--- config.mk ---
export PLATFORM = sky130hd
export DESIGN_NAME = tmds_decoder
export DESIGN_NICKNAME = d
export VERILOG_FILES = /design/src/rtl/tmds_pkg.sv /design/src/rtl/tmds_symbol_decode.sv /design/src/rtl/tmds_decoder.sv
export SDC_FILE = /design/constraint.sdc
export NUM_CORES = 1
export LEC_CHECK = 0
export CAP_MARGIN = 30
export CELL_PAD_IN_SITES_DETAIL_PLACEMENT = 1
export CELL_PAD_IN_SITES_GLOBAL_PLACEMENT = 1
export CORE_ASPECT_RATIO = 1.4
export CORE_UTILIZATION = 43
export CTS_CLUSTER_SIZE = 24
export DETAILED_ROUTE_END_ITERATION = 6
export GPL_TIMING_DRIVEN = 0
export PLACE_DENSITY = 0.8
export SYNTH_ARGS = -nofsm -noshare
export SYNTH_HDL_FRONTEND = slang
export SYNTH_SLANG_ARGS = --single-unit
--- constraint.sdc ---
create_clock -name clk_in -period 2.6 [get_ports clk_in]
set_input_delay 0.52 -clock clk_in [delete_from_list [all_inputs] [get_ports clk_in]]
set_output_delay 0.52 -clock clk_in [all_outputs]
set_load 0.005 [all_outputs]
--- src/rtl/tmds_pkg.sv ---
// Shared TMDS definitions: control tokens, lock FSM states and small helpers.
// Used by both the encoder and the decoder.
package tmds_pkg;

    localparam logic [9:0] CTRL_TOKEN_00 = 10'b1101010100;
    localparam logic [9:0] CTRL_TOKEN_01 = 10'b0010101011;
    localparam logic [9:0] CTRL_TOKEN_10 = 10'b0101010100;
    localparam logic [9:0] CTRL_TOKEN_11 = 10'b1010101011;

    typedef enum logic {
        SEARCH = 1'b0,
        LOCKED = 1'b1
    } tmds_state_e;

    // One flag per control token, bit index equals the decoded control code.
    function automatic logic [3:0] token_match(input logic [9:0] word);
        return {word == CTRL_TOKEN_11, word == CTRL_TOKEN_10,
                word == CTRL_TOKEN_01, word == CTRL_TOKEN_00};
    endfunction

    function automatic logic [3:0] next_offset(input logic [3:0] offset);
        return (offset == 4'd9) ? 4'd0 : offset + 4'd1;
    endfunction

endpackage

--- src/rtl/tmds_symbol_decode.sv ---
// Combinational decode of one aligned 10-bit TMDS word into a pixel byte or
// a control code.
module tmds_symbol_decode
    import tmds_pkg::*;
(
    input  logic [9:0] word_i,
    output logic [7:0] data_o,
    output logic [1:0] control_o,
    output logic       is_ctrl_o
);

    logic [3:0] match;
    logic [7:0] d;
    logic [7:0] q;

    always_comb begin
        match     = token_match(word_i);
        is_ctrl_o = |match;

        control_o = 2'b00;
        if (match[1]) begin
            control_o = 2'b01;
        end else if (match[2]) begin
            control_o = 2'b10;
        end else if (match[3]) begin
            control_o = 2'b11;
        end

        // Undo the DC-balance inversion, then the XOR/XNOR transition chain.
        d    = word_i[9] ? ~word_i[7:0] : word_i[7:0];
        q    = '0;
        q[0] = d[0];
        for (int i = 1; i < 8; i++) begin
            q[i] = word_i[8] ? (d[i] ^ d[i-1]) : ~(d[i] ^ d[i-1]);
        end

        data_o = is_ctrl_o ? 8'h00 : q;
    end

endmodule

--- src/rtl/tmds_decoder.sv ---
// TMDS channel decoder: word alignment search on control-token runs, lock
// supervision, and a three-stage decode pipeline.
//
// state  | meaning
// SEARCH | scanning bit offsets for a run of CTRL_RUN consecutive tokens
// LOCKED | offset frozen; dropped after LOCK_TIMEOUT cycles with no token
module tmds_decoder
    import tmds_pkg::*;
#(
    parameter int CTRL_RUN       = 16,
    parameter int SEARCH_TIMEOUT = 2048,
    parameter int LOCK_TIMEOUT   = 4096
) (
    input  logic       clk_in,
    input  logic       rst_in,
    input  logic [9:0] tmds_in,
    output logic [7:0] data_out,
    output logic [1:0] control_out,
    output logic       ve_out,
    output logic       locked_out,
    output logic [3:0] offset_out
);

    localparam int RUN_W = (CTRL_RUN > 1)       ? $clog2(CTRL_RUN)       : 1;
    localparam int TMR_W = (SEARCH_TIMEOUT > 1) ? $clog2(SEARCH_TIMEOUT) : 1;
    localparam int GAP_W = (LOCK_TIMEOUT > 1)   ? $clog2(LOCK_TIMEOUT)   : 1;

    localparam logic [RUN_W-1:0] RUN_LAST = RUN_W'(CTRL_RUN - 1);
    localparam logic [TMR_W-1:0] TMR_LAST = TMR_W'(SEARCH_TIMEOUT - 1);
    localparam logic [GAP_W-1:0] GAP_LAST = GAP_W'(LOCK_TIMEOUT - 1);

    logic [9:0]  r0_q, r1_q;
    logic [19:0] window;
    logic [9:0]  w;
    logic [9:0]  w_q;
    logic [3:0]  flags_q;
    logic        tok;

    logic [7:0]  dec_data;
    logic [1:0]  dec_ctrl;
    logic        dec_is_ctrl;
    logic [7:0]  data_q;
    logic [1:0]  ctrl_q;
    logic        ve_q;

    tmds_state_e       state_q, state_d;
    logic [RUN_W-1:0]  run_q, run_d;
    logic [TMR_W-1:0]  timer_q, timer_d;
    logic [GAP_W-1:0]  gap_q, gap_d;
    logic [3:0]        offset_q, offset_d;
    logic              locked;

    // r1 holds the older word, so the window is a contiguous bit stream.
    assign window = {r0_q, r1_q};
    assign w      = 10'(window >> offset_q);
    assign tok    = |flags_q;

    always_ff @(posedge clk_in or posedge rst_in) begin
        if (rst_in) begin
            r0_q    <= '0;
            r1_q    <= '0;
            w_q     <= '0;
            flags_q <= '0;
            data_q  <= '0;
            ctrl_q  <= '0;
            ve_q    <= 1'b0;
        end else begin
            r0_q    <= tmds_in;
            r1_q    <= r0_q;
            w_q     <= w;
            flags_q <= token_match(w);
            data_q  <= dec_data;
            ctrl_q  <= dec_ctrl;
            ve_q    <= ~dec_is_ctrl;
        end
    end

    tmds_symbol_decode u_symbol_decode (
        .word_i    (w_q),
        .data_o    (dec_data),
        .control_o (dec_ctrl),
        .is_ctrl_o (dec_is_ctrl)
    );

    always_ff @(posedge clk_in or posedge rst_in) begin
        if (rst_in) begin
            state_q  <= SEARCH;
            run_q    <= '0;
            timer_q  <= '0;
            gap_q    <= '0;
            offset_q <= '0;
        end else begin
            state_q  <= state_d;
            run_q    <= run_d;
            timer_q  <= timer_d;
            gap_q    <= gap_d;
            offset_q <= offset_d;
        end
    end

    always_comb begin
        state_d  = state_q;
        run_d    = run_q;
        timer_d  = timer_q;
        gap_d    = gap_q;
        offset_d = offset_q;
        unique case (state_q)
            SEARCH: begin
                // A completed run wins over a simultaneous timer expiry.
                if (tok && (run_q == RUN_LAST)) begin
                    state_d = LOCKED;
                    run_d   = '0;
                    timer_d = '0;
                    gap_d   = '0;
                end else if (timer_q == TMR_LAST) begin
                    offset_d = next_offset(offset_q);
                    run_d    = '0;
                    timer_d  = '0;
                end else begin
                    timer_d = timer_q + TMR_W'(1);
                    run_d   = tok ? run_q + RUN_W'(1) : '0;
                end
            end
            LOCKED: begin
                if (tok) begin
                    gap_d = '0;
                end else if (gap_q == GAP_LAST) begin
                    state_d  = SEARCH;
                    offset_d = next_offset(offset_q);
                    run_d    = '0;
                    timer_d  = '0;
                    gap_d    = '0;
                end else begin
                    gap_d = gap_q + GAP_W'(1);
                end
            end
            default: state_d = SEARCH;
        endcase
    end

    always_comb begin
        locked      = (state_q == LOCKED);
        locked_out  = locked;
        offset_out  = offset_q;
        data_out    = locked ? data_q : 8'h00;
        control_out = locked ? ctrl_q : 2'b00;
        ve_out      = locked ? ve_q   : 1'b0;
    end

endmodule
==> out/results.txt <==
Postcts setup bufs: 0
Tmin final: 2.41 ns
Clock buffer depth: 2
Total power: 2.65 mW
Top FF cell, synth: dfrtp_1
Post-CTS Resized: 2
CP Data Required Time: 2.83 ns
Fmax: 415 MHz
# DRC: 6
Cts hold-fix bufs: 0
Post-synth EDFFs: 0
Crit path capture type: register
# fillers: 985
Die Y: 117 µm
RSZ-0062 raised after global routing: no
Syn Area/Cell: 11.1 µm²
Initial Util: 44.8%
Core Area: 9080 µm²
Most common cell after layout, fill and taps aside: dfrtp_1
Initial antenna violation count: 0
Internal power: 2.08 mW
VDD IR-drop max: 0.355 mV
PD cells: 548 nW/µm²
Sequential power share: 48.1%
Count of different cell masters after synthesis: 56
WS Path Type: register to register
Detail Route Antenna Nets: 0
Most frequent cells in the layout: 77 x dfrtp_1, 32 x nand2_1, 30 x o21ai_0
Cells after synthesis: 367
Buf+Inv Stages, Crit Path: 3
Async set-reset flop share out of synthesis: 100%
Slew Limit Fails: 0
H-Tree Depth: 3
Post-DP HPWL: 6790 µm
Crit-path max cell delay: 0.53 ns
Die area: 9850 µm²
Hold violation count in the final report: 0
Max cap viols: 0
Row count: 41
Slew headroom: 51.4%
Overflow after GRT: 0
Largest net degree at the start of global routing: 50
CTS tree: done
Slowest-stage cell, CP: mux4_2
Routed via count: 3092
Clock power frac: 46.5%
Sw Share: 21.6%
Post-synth net total: 382
First-pass GRT wire length: 16500 µm
Crit-path cells: buf_6 -> buf_6 -> buf_4 -> mux4_2 -> mux2i_1 -> nand3_1 -> and2_1 -> nor4_1
HP Class: register to register
Fin Setup TNS: 0 ns
Clk_lat worst skew: 0.34 ns
Number of global-route vias before repair: 3348
Share of cells above drive strength 1: 14.1%
PortBufs: 27
CP arrival: 2.64 ns
Final period utilization: 92.8%
Num ports: 28
CP startpoint kind: register
1st-pass router iterations: 6
Synth-to-Final Area Change: 19.0%
Initial DRC count: 112
All-Layer GR Usage: 21.7%
Vias/cell: 5.97
CP delay by family, top: multiplexers
CTS sink count: 77
Failing checks: DRC
Die W: 84.2 µm
Critical path's most frequent cell: buf_6
Combinational power share: 5.4%
Routed length per instance: 18.7 µm
Placed inst area: 4500 µm²
Synth Cell Area: 4070 µm²
Warnings, synthesis: 0
Clock-pin slew on the worst setup and hold paths: 0.06 ns
Final-report setup violation count: 0
Gpl congestion: 0.869
Status: finished, violations left
Clk root buf: clkbuf_16
Slew @ Worst Pin: 0.727 ns
ANT cells: 0
Leak pwr: 1.92 nW
Num CTS Buffers: 9
Total wire length: 9700 µm
Clock Skews: 0.00574 ns
Layout Nets: 421
CP max FO: 10
WHS: 0.440 ns
Seq/Total Area, Yosys: 47.4%
NetSw: 0.572 mW
Final instance area: 4840 µm²
Yosys reg bits: 77
## routing by layer
metal	vias to the layer above	global-route usage, %	share of wire, %
met5	-	0	0
met4	0	13.2	3.1
met3	25	3.44	2.3
met2	58	39.2	54
met1	1584	24.4	41
li1	1425	-	-
## power groups by stage
stage | Combinational, mW | Clock (mW) | Sequential [mW]
finish | 0.144 | 1.23 | 1.28
global route | 0.159 | 1.31 | 1.28
CTS | 0.147 | 1.27 | 1.28
detailed placement | 0.145 | 0 | 1.30
global placement | 0.134 | 0 | 1.29
floorplan | 0.100 | 0 | 1.28
## registers in the layout, summed over array words and instances, names as in the netlist
signal / count
gap_q: 12
r1_q: 10
ve_q: 1
timer_q: 11
run_q: 4
locked_out: 1
w_q: 10
flags_q: 4
offset_out: 4
r0_q: 10
data_q: 8
ctrl_q: 2
## cells in the mapped netlist, types with 2 or more instances
master / number / area [µm²]
dfrtp_1: 77 / 1930
nand2_1: 32 / 120
o21ai_0: 30 / 150
nor2_1: 22 / 82.6
mux4_2: 17 / 383
and2_1: 16 / 100
nand3_1: 15 / 75.1
clkbuf_1: 13 / 48.8
mux2i_1: 13 / 130
xnor2_1: 12 / 105
nor3_1: 10 / 50.1
a22o_1: 7 / 61.3
nor4_1: 7 / 43.8
inv_1: 6 / 22.5
a31oi_1: 5 / 31.3
mux2_2: 5 / 56.3
nand2b_1: 5 / 31.3
nand4_1: 5 / 31.3
a21oi_1: 4 / 20.0
nor2b_1: 4 / 25.0
o31ai_1: 4 / 30.0
a21o_1: 3 / 22.5
buf_2: 3 / 15.0
buf_6: 3 / 33.8
ha_1: 3 / 37.5
or3_1: 3 / 18.8
xor2_1: 3 / 26.3
a21boi_0: 2 / 15.0
a22oi_1: 2 / 15.0
buf_4: 2 / 15.0
mux4_1: 2 / 52.6
nor4b_1: 2 / 17.5
nor4bb_1: 2 / 20.0
o21a_1: 2 / 15.0
o21bai_1: 2 / 15.0
o41ai_1: 2 / 17.5
or2_2: 2 / 12.5
or4_1: 2 / 15.0
## worst paths after layout
check	end	slack, ns	depth (start not counted)	from
hold / removal	r1_q[3]	0.44	0	r0_q[3]
max in group asynchronous	r1_q[0]	1.50	3	rst_in
min in group asynchronous	gap_q[1]	0.53	2	rst_in
hold reg to reg	r1_q[3]	0.44	0	r0_q[3]
setup / recovery	flags_q[2]	0.19	8	offset_out[1]
setup reg to reg	flags_q[2]	0.19	8	offset_out[1]
## final cells by class
class	count	area, µm²	area share [%]
flip-flops and latches	77	1930	39.8
well taps	107	134	2.77
repair buffers	28	298	6.16
plain buffers	21	116	2.41
clock inverters	4	47.5	0.983
clock buffers	12	246	5.10
inverters	6	25.0	0.517
multi-input cells	263	2040	42.2
## per-stage QoR
stage	setup WS, ns	utilization (%)	std cells
floorplan	0.113	-	367
global placement	-1.08	49.2	501
detailed placement	-0.202	49.6	502
CTS	0.0719	52.9	518
global route	0.00468	53.3	518
finish	0.188	53.3	518
## logic make-up (layout without fill, tap and decap cells)
group / after synthesis / after routing / share of synthesized area, %
buffers and inverters: 27 / 71 / 3.32
adders and majority gates: 3 / 3 / 0.923
and+or+nand+nor: 136 / 136 / 18.2
muxes: 37 / 37 / 15.3
xor gates and xnor gates: 15 / 15 / 3.23
AOI/OAI and AO/OA: 72 / 72 / 11.6
DFF: 77 / 77 / 47.4
No activity file was read; power rests on OpenSTA's default activity.
